File: config.mk
export PLATFORM = sky130hd
export DESIGN_NAME = beta_shift_issue_ctrl
export DESIGN_NICKNAME = d
export VERILOG_FILES = /design/src/rtl/beta_shift_issue_ctrl.sv
export SDC_FILE = /design/constraint.sdc
export NUM_CORES = 1
export LEC_CHECK = 0
export ABC_AREA = 0
export CAP_MARGIN = 20
export CORE_ASPECT_RATIO = 0.6
export CORE_MARGIN = 1
export CORE_UTILIZATION = 40
export DETAILED_ROUTE_END_ITERATION = 10
export GPL_TIMING_DRIVEN = 1
export HOLD_SLACK_MARGIN = 0.08
export PLACE_DENSITY_LB_ADDON = 0.25
export SYNTH_ARGS = -nofsm -noshare
export SYNTH_HDL_FRONTEND = slang
export SYNTH_SLANG_ARGS = --single-unit
export TNS_END_PERCENT = 30
File: constraint.sdc
create_clock -name clk_i -period 2.95 [get_ports clk_i]
set_clock_uncertainty 0.2 [all_clocks]
set_input_delay 0.59 -clock clk_i [delete_from_list [all_inputs] [get_ports clk_i]]
set_output_delay 0.59 -clock clk_i [all_outputs]
set_load 0.05 [all_outputs]
File: src/rtl/beta_shift_issue_ctrl.sv
// Purpose: issue one shift op to the multi-cycle shift unit, sequence it for shamt cycles, hand result to writeback.
// Latency: wb_valid_o rises one cycle after the accept edge for shamt==0 or an illegal mode, otherwise shamt+1 cycles later.
// Backpressure: one op in flight; req_ready_o stays low until the writeback handshake completes.
module beta_shift_issue_ctrl #(
  parameter int XLEN = 32,
  parameter int RD_W = 5
) (
  input  logic            clk_i,
  input  logic            rstn_i,
  input  logic            flush_i,
  input  logic            req_valid_i,
  output logic            req_ready_o,
  input  logic [XLEN-1:0] req_a_i,
  input  logic [4:0]      req_shamt_i,
  input  logic [1:0]      req_mode_i,
  input  logic [RD_W-1:0] req_rd_i,
  output logic            shu_en_o,
  output logic [1:0]      shu_mode_o,
  output logic [XLEN-1:0] shu_operand_a_o,
  output logic [4:0]      shu_operand_b_o,
  input  logic            shu_busy_i,
  input  logic [XLEN-1:0] shu_result_i,
  output logic            wb_valid_o,
  input  logic            wb_ready_i,
  output logic [XLEN-1:0] wb_data_o,
  output logic [RD_W-1:0] wb_rd_o,
  output logic            illegal_o,
  output logic            proto_err_o
);

  localparam logic [1:0] MODE_ILLEGAL = 2'b11;

  typedef enum logic [1:0] {
    S_IDLE    = 2'd0,
    S_EXEC    = 2'd1,
    S_CAPTURE = 2'd2,
    S_WB      = 2'd3
  } state_e;

  state_e          state_q, state_d;
  logic [4:0]      cnt_q, cnt_d;
  logic [XLEN-1:0] op_a_q;
  logic [4:0]      op_shamt_q;
  logic [1:0]      op_mode_q;
  logic [XLEN-1:0] wb_data_q;
  logic [RD_W-1:0] wb_rd_q;
  logic            illegal_q;
  logic            proto_err_q;
  logic            accept;
  logic            bypass;

  // Ready is held low while in reset so the execute stage never sees a phantom accept.
  assign req_ready_o = rstn_i & (state_q == S_IDLE) & ~flush_i;
  assign accept      = req_valid_i & req_ready_o;
  assign bypass      = (req_mode_i == MODE_ILLEGAL) || (req_shamt_i == 5'd0);

  always_comb begin
    state_d = state_q;
    cnt_d   = cnt_q;
    if (flush_i) begin
      state_d = S_IDLE;
      cnt_d   = 5'd0;
    end else begin
      unique case (state_q)
        S_IDLE: begin
          if (accept) begin
            if (bypass) begin
              state_d = S_WB;
            end else begin
              state_d = S_EXEC;
              cnt_d   = req_shamt_i - 5'd1;
            end
          end
        end
        S_EXEC: begin
          if (cnt_q == 5'd0) state_d = S_CAPTURE;
          else               cnt_d   = cnt_q - 5'd1;
        end
        S_CAPTURE: state_d = S_WB;
        S_WB: begin
          if (wb_ready_i) state_d = S_IDLE;
        end
        default: state_d = S_IDLE;
      endcase
    end
  end

  always_ff @(posedge clk_i or negedge rstn_i) begin
    if (!rstn_i) begin
      state_q <= S_IDLE;
      cnt_q   <= 5'd0;
    end else begin
      state_q <= state_d;
      cnt_q   <= cnt_d;
    end
  end

  // Operand registers only change on accept, so they are stable for the whole EXEC phase.
  always_ff @(posedge clk_i or negedge rstn_i) begin
    if (!rstn_i) begin
      op_a_q      <= '0;
      op_shamt_q  <= '0;
      op_mode_q   <= '0;
      wb_data_q   <= '0;
      wb_rd_q     <= '0;
      illegal_q   <= 1'b0;
      proto_err_q <= 1'b0;
    end else begin
      illegal_q   <= accept && (req_mode_i == MODE_ILLEGAL);
      proto_err_q <= proto_err_q | ((state_q == S_IDLE) & shu_busy_i);
      if (accept) begin
        op_a_q     <= req_a_i;
        op_shamt_q <= req_shamt_i;
        op_mode_q  <= req_mode_i;
        wb_rd_q    <= req_rd_i;
        if (bypass) wb_data_q <= req_a_i;
      end
      if ((state_q == S_CAPTURE) && !flush_i) wb_data_q <= shu_result_i;
    end
  end

  assign shu_en_o        = (state_q == S_EXEC);
  assign shu_mode_o      = op_mode_q;
  assign shu_operand_a_o = op_a_q;
  assign shu_operand_b_o = op_shamt_q;
  assign wb_valid_o      = (state_q == S_WB);
  assign wb_data_o       = wb_data_q;
  assign wb_rd_o         = wb_rd_q;
  assign illegal_o       = illegal_q;
  assign proto_err_o     = proto_err_q;

endmodule

Word-level counts from Yosys, hierarchy flattened
Cells that the tools add are included.
{"block": "word_totals", "regBits": 85, "romBits": 0, "ramBits": 0, "latchBits": 0, "mem_count": 0, "in_bits": 82}
{"block": "classes", "n_reduce_logical": 13, "n_lt_le_gt_ge": 0, "n_eq_ne": 9, "mux": 14, "bitwise": 6, "div_mod_pow": 0, "add_sub_neg": 2, "n_shift": 0, "multipliers": 0}
{"operator": "$mux 32", "count": 3}
{"operator": "$mux 5", "count": 4}
{"operator": "$logic_not 5->1", "count": 2}
{"operator": "$mux 2", "count": 5}
{"operator": "$pmux 5 s2", "count": 1}
{"operator": "$sub 5x1->5 const B", "count": 2}
{"operator": "$ne 3x3->1 const B", "count": 3}
{"operator": "$pmux 2 s4", "count": 1}
{"operator": "$eq 2x2->1 const B", "count": 3}
{"operator": "$ne 3x2->1 const B", "count": 2}
{"operator": "$and 1x1->1", "count": 4}
{"operator": "$reduce_and 4->1", "count": 1}
{"operator": "$reduce_bool 2->1", "count": 2}
{"operator": "$reduce_and 3->1", "count": 1}
{"operator": "$reduce_bool 3->1", "count": 1}
{"operator": "$eq 2x1->1 const B", "count": 1}
{"operator": "$logic_and 1x1->1", "count": 2}
{"operator": "$logic_not 2->1", "count": 1}
{"operator": "$reduce_and 2->1", "count": 1}
{"operator": "$logic_not 1->1", "count": 1}
{"operator": "$logic_or 1x1->1", "count": 1}
{"operator": "$not 1->1", "count": 1}
{"operator": "$or 1x1->1", "count": 1}

Depth between registers and ports, before layout
{"block": "depth", "word_depth": 7, "ltp_mapped": 9, "ltp_nobuf": 8}

Least setup slack after synthesis
Ideal clock, no wire load.
{"block": "synth_path", "path_kind": "register -> register", "startpoint": "register state_q[1]", "endpoint": "register cnt_q[4]", "setup_time_ps": 101, "synth_period_minus_slack_ps": 2619, "setup_slack_ps": 331, "t_arrival_ps": 2318, "path_stages_with_launch": 10, "path_cell_list": "dfrtp_1 inv_1 ha_1 clkbuf_1 mux2i_1 ha_1 inv_1 nor3_1 o32a_1 o32ai_1"}
{"element": "start: declaration", "line_no": "40", "source": "state_e state_q, state_d;"}
{"element": "start signal: assignment", "line_no": "93", "source": "state_q <= state_d;"}
{"element": "$eq 2x1->1 (*)"}
{"element": "via shu_en_o", "line_no": "17", "source": "output logic shu_en_o,"}
{"element": "$ne 3x3->1 (no source line), or another cell as far along"}
{"element": "$reduce_and 4->1 (no source line) or $mux 5 (tied branches)"}
{"element": "end signal: assignment", "line_no": "94", "source": "cnt_q <= cnt_d;"}
{"element": "end: declaration", "line_no": "41", "source": "logic [4:0] cnt_q, cnt_d;"}
Mark *: on every way through the listed nets, which the timed path passes. The rest lies on a longest branch.
A chain may end at the register's enable or synchronous reset.

Worst setup path after layout
{"block": "layout_path", "startpoint": "register state_q[1]", "endpoint": "output port shu_en_o"}
{"block": "layout_between", "elab_chain_cells": 1}
{"element": "$eq 2x1->1", "line_no": "122", "source": "assign shu_en_o = (state_q == S_EXEC);"}
{"element": "end: declaration", "line_no": "17"}
Every way passes these cells.

==> summary.md <==
| Metric | Value |
|---|---|
| Status | `finished clean` |
| Tightest Pin Transition | `0.606 ns` |
| GR peak layer | `met2` |
| Diodes inserted | `0` |
| Clock Path Buffers | `2` |
| Dpl ws | `0.182 ns` |
| Layout fillers | `708` |
| Vias in the first global route | `between 3000 and 4000` |
| Register area share after synthesis | `~54%` |
| Largest net degree at the start of global routing | `48` |
| Syn Nets | `372` |
| Final HPWL DP | `7620 um` |
| Ys async rst share | `100%` |
| Die Ht | `~79 um` |
| Portion of total power attributed to combinational logic | `approximately three fifths` |
| Synth Area in Adders | `1.91%` |
| Setup crit end kind | `output pin` |
| Initial detailed-routing violation count | `70` |
| Kind of critical path | `flip-flop to output pin` |
| Layout cell share with drive strength beyond 1 | `31.1%` |
| Grt met2 use | `31.0%` |
| Leakage | `2.55 nW` |
| Cell Area, Synth | `just under 4000 sq um` |
| Routability Congestion | `between 0.8 and 0.9` |
| Total power draw | `around 7.7 mW` |
| DRT Pass-1 Iters | `4` |
| Synthesis Warnings | `0` |
| Sequential power share | `a little over a quarter` |
| Number of flops mapped to enable cells by yosys | `0` |
| Flops & latches, synth | `85` |
| Initial core utilization | `42.1%` |
| Post-CTS setup buffers | `0` |
| Die ar. | `a little over 10000 sq um` |
| Number of clock sinks | `85` |
| Synth Area in Simple Gates | `under 10%` |
| Hold crit path type | `flip-flop to flip-flop` |
| Final Net Count | `546` |
| Reg2reg setup slack | `0.53 ns` |
| Top-area cell type share of the netlist area | `54.0%` |
| Hold Path End | `proto_err_o` |
| Met1 global-route usage | `26.9%` |
| PostCTS Resize Cnt | `0` |
| TritonCTS Buffers | `9` |
| Routed Antenna Nets | `0` |
| Compound-Gate Fraction of Synth Area | `5.75%` |
| Routed vias | `2964` |
| Largest family of logic cells by synthesized area | `multiplexers` |
| Crit Path Max Fanout | `4` |
| Average vias per placed instance | `5.00` |
| Switching Fraction | `around 46%` |
| Hold path startpoint | `proto_err_o` |
| Clk network pwr share | `15.2%` |
| CTS tree | `yes` |
| Peak supply drop | `582 uV` |
| Row cnt | `27` |
| Htree depth | `3` |
| Sequential standard cell area | `around 2100 sq um` |
| Core region area | `9360 sq um` |
| Final TNS setup | `0 ns` |
| Reg clk slew, reported paths | `around 0.06 ns` |
| Final Critical Period | `2.65 ns` |
| First-pass GRT wire length | `between 15000 and 20000 um` |
| Design Area, Final | `between 6000 and 7000 sq um` |
| Cell Pwr Density | `1250 nW/um^2` |
| Die X | `130 um` |
| Drt wl/cell | `17.3 um` |
| Initial antenna violation count | `0` |
| Total routed wirelength | `10300 um` |
| Sw power | `3.52 mW` |
| Root buffer cell | `clkbuf_16` |
| Reg2reg start | `state_q[0]` |
| Area taken by multi-input logic gates | `1730 sq um` |
| Post-Synth XOR/XNOR Area | `0%` |
| Area leader, netlist | `dfrtp_1` |
| Crit start category | `flip-flop` |
| Skew-Pair Late Insertion Delay | `0.34 ns` |
| Area after DPL | `just under 6000 sq um` |
| Setup violation total in the final timing report | `0` |
| Mux share of post-synthesis cell area | `31.4%` |
| Max-cap check violation count | `0` |
| Synth Area per Inst | `13.9 sq um` |
| Count of cell types in the netlist | `38` |
| Core Util, Final | `65.5%` |
| Total global routing overflow | `0` |
| Data arrival time of the critical path | `1.86 ns` |
| Most common cell after layout, fill and taps aside | `clkdlybuf4s50_1` |
| F_max | `0.378 GHz` |
| Slew Limit Fails | `0` |
| Slew headroom | `between 50% and 60%` |
| I/O pin cnt | `163` |
| Hold Slack | `0.253 ns` |
| Worst hold path stage count | `1` |
| Area contributors post-synth | `dfrtp_1, mux2_2, ha_1` |
| Cells after Synth | `284` |
| Layout area overhead | `55.7%` |
| RSZ-0062 raised after global routing | `no` |
| Cell Int Power | `4.16 mW` |
| Reg2reg path depth | `8` |
| Dpl cells | `~580` |
| Port Buffer Count | `162` |
| Ratio of final minimum period to clock period | `89.7%` |
| Worst reg2reg path endpoint | `state_q[1]` |
| Final Hold Viols | `0` |
| Met3 Resource Use GR | `a little over a tenth` |
| Final non-filler cell total | `between 500 and 600` |
| Drt drc | `0` |
| Top_reg_cell synth | `dfrtp_1` |
| Post-CTS Hold Buffers | `1` |
| GRT Resource Usage Total | `a little over a fifth` |
| Required time of the critical path | `2.16 ns` |
| Highest-count cells in the layout ignoring fill and taps | `clkdlybuf4s50_1, mux2_2, dfrtp_1` |
| Final setup margin | `0.304 ns` |
==> power groups by stage <==
stage	Clock, mW	Combinational [mW]	Sequential, mW
finish	1.17	4.49	2.02
global route	1.25	4.68	2.10
CTS	1.20	4.52	2.03
detailed placement	0	4.50	2.03
global placement	0	4.45	2.00
floorplan	0	1.06	3.88
==> worst max-delay path by stage <==
stage | startpoint | to | slack, ns | cells after the start
finish | state_q[1] | shu_en_o | 0.30 | 3
global route | state_q[1] | shu_en_o | 0.23 | 3
CTS | state_q[1] | shu_en_o | 0.28 | 3
detailed placement | req_shamt_i[3] | wb_data_o[5] | 0.18 | 6
global placement | req_shamt_i[3] | wb_data_o[4] | 0.27 | 6
floorplan | state_q[1] | cnt_q[4] | 0.33 | 9
==> worst max-delay path, stage by stage (launching register included) <==
cell,delay (ns)
dfrtp_1,0.41
inv_1,0.11
ha_1,0.18
clkdlybuf4s50_1,0.82
==> cells in the mapped netlist (2+ instances only) <==
master	n
a21oi_1	6
a22o_1	2
a22oi_1	3
a31oi_1	2
buf_1	3
buf_2	5
buf_4	3
clkbuf_1	3
dfrtp_1	85
ha_1	6
inv_1	8
mux2_2	107
mux2i_1	3
nand2_1	5
nand2b_1	7
nor2_1	5
nor3_1	2
o21ai_0	6
o32a_1	2
o32ai_1	2
or4_1	2
==> final cells by class <==
type	instances	share of cell area [%]
repair buffers	177	28.9
inverters	8	0.490
clock buffers	13	4.41
well taps	130	2.65
multi-input cells	177	28.2
flip-flops and latches	85	34.7
clock inverters	3	0.694
==> metal layers <==
| layer | routed length, um | vias to the layer above |
|---|---|---|
| met5 | 0 | - |
| met4 | 129 | 0 |
| met3 | 1170 | 12 |
| met2 | 4410 | 116 |
| met1 | 4560 | 1455 |
| li1 | - | 1381 |
==> flip-flops by register name, indices dropped and copies added, names as in the netlist <==
| register | cells |
|---|---|
| cnt_q | 5 |
| wb_rd_o | 5 |
| proto_err_o | 1 |
| illegal_o | 1 |
| shu_mode_o | 2 |
| shu_operand_a_o | 32 |
| wb_data_o | 32 |
| shu_operand_b_o | 5 |
| state_q | 2 |
==> cells by family after synthesis <==
logic type,count (synthesis)
simple gates,29
buf+inv,22
mux,110
fa+ha+maj,6
compound gates,32
flops,85
Power figures use the tool's default switching activity.
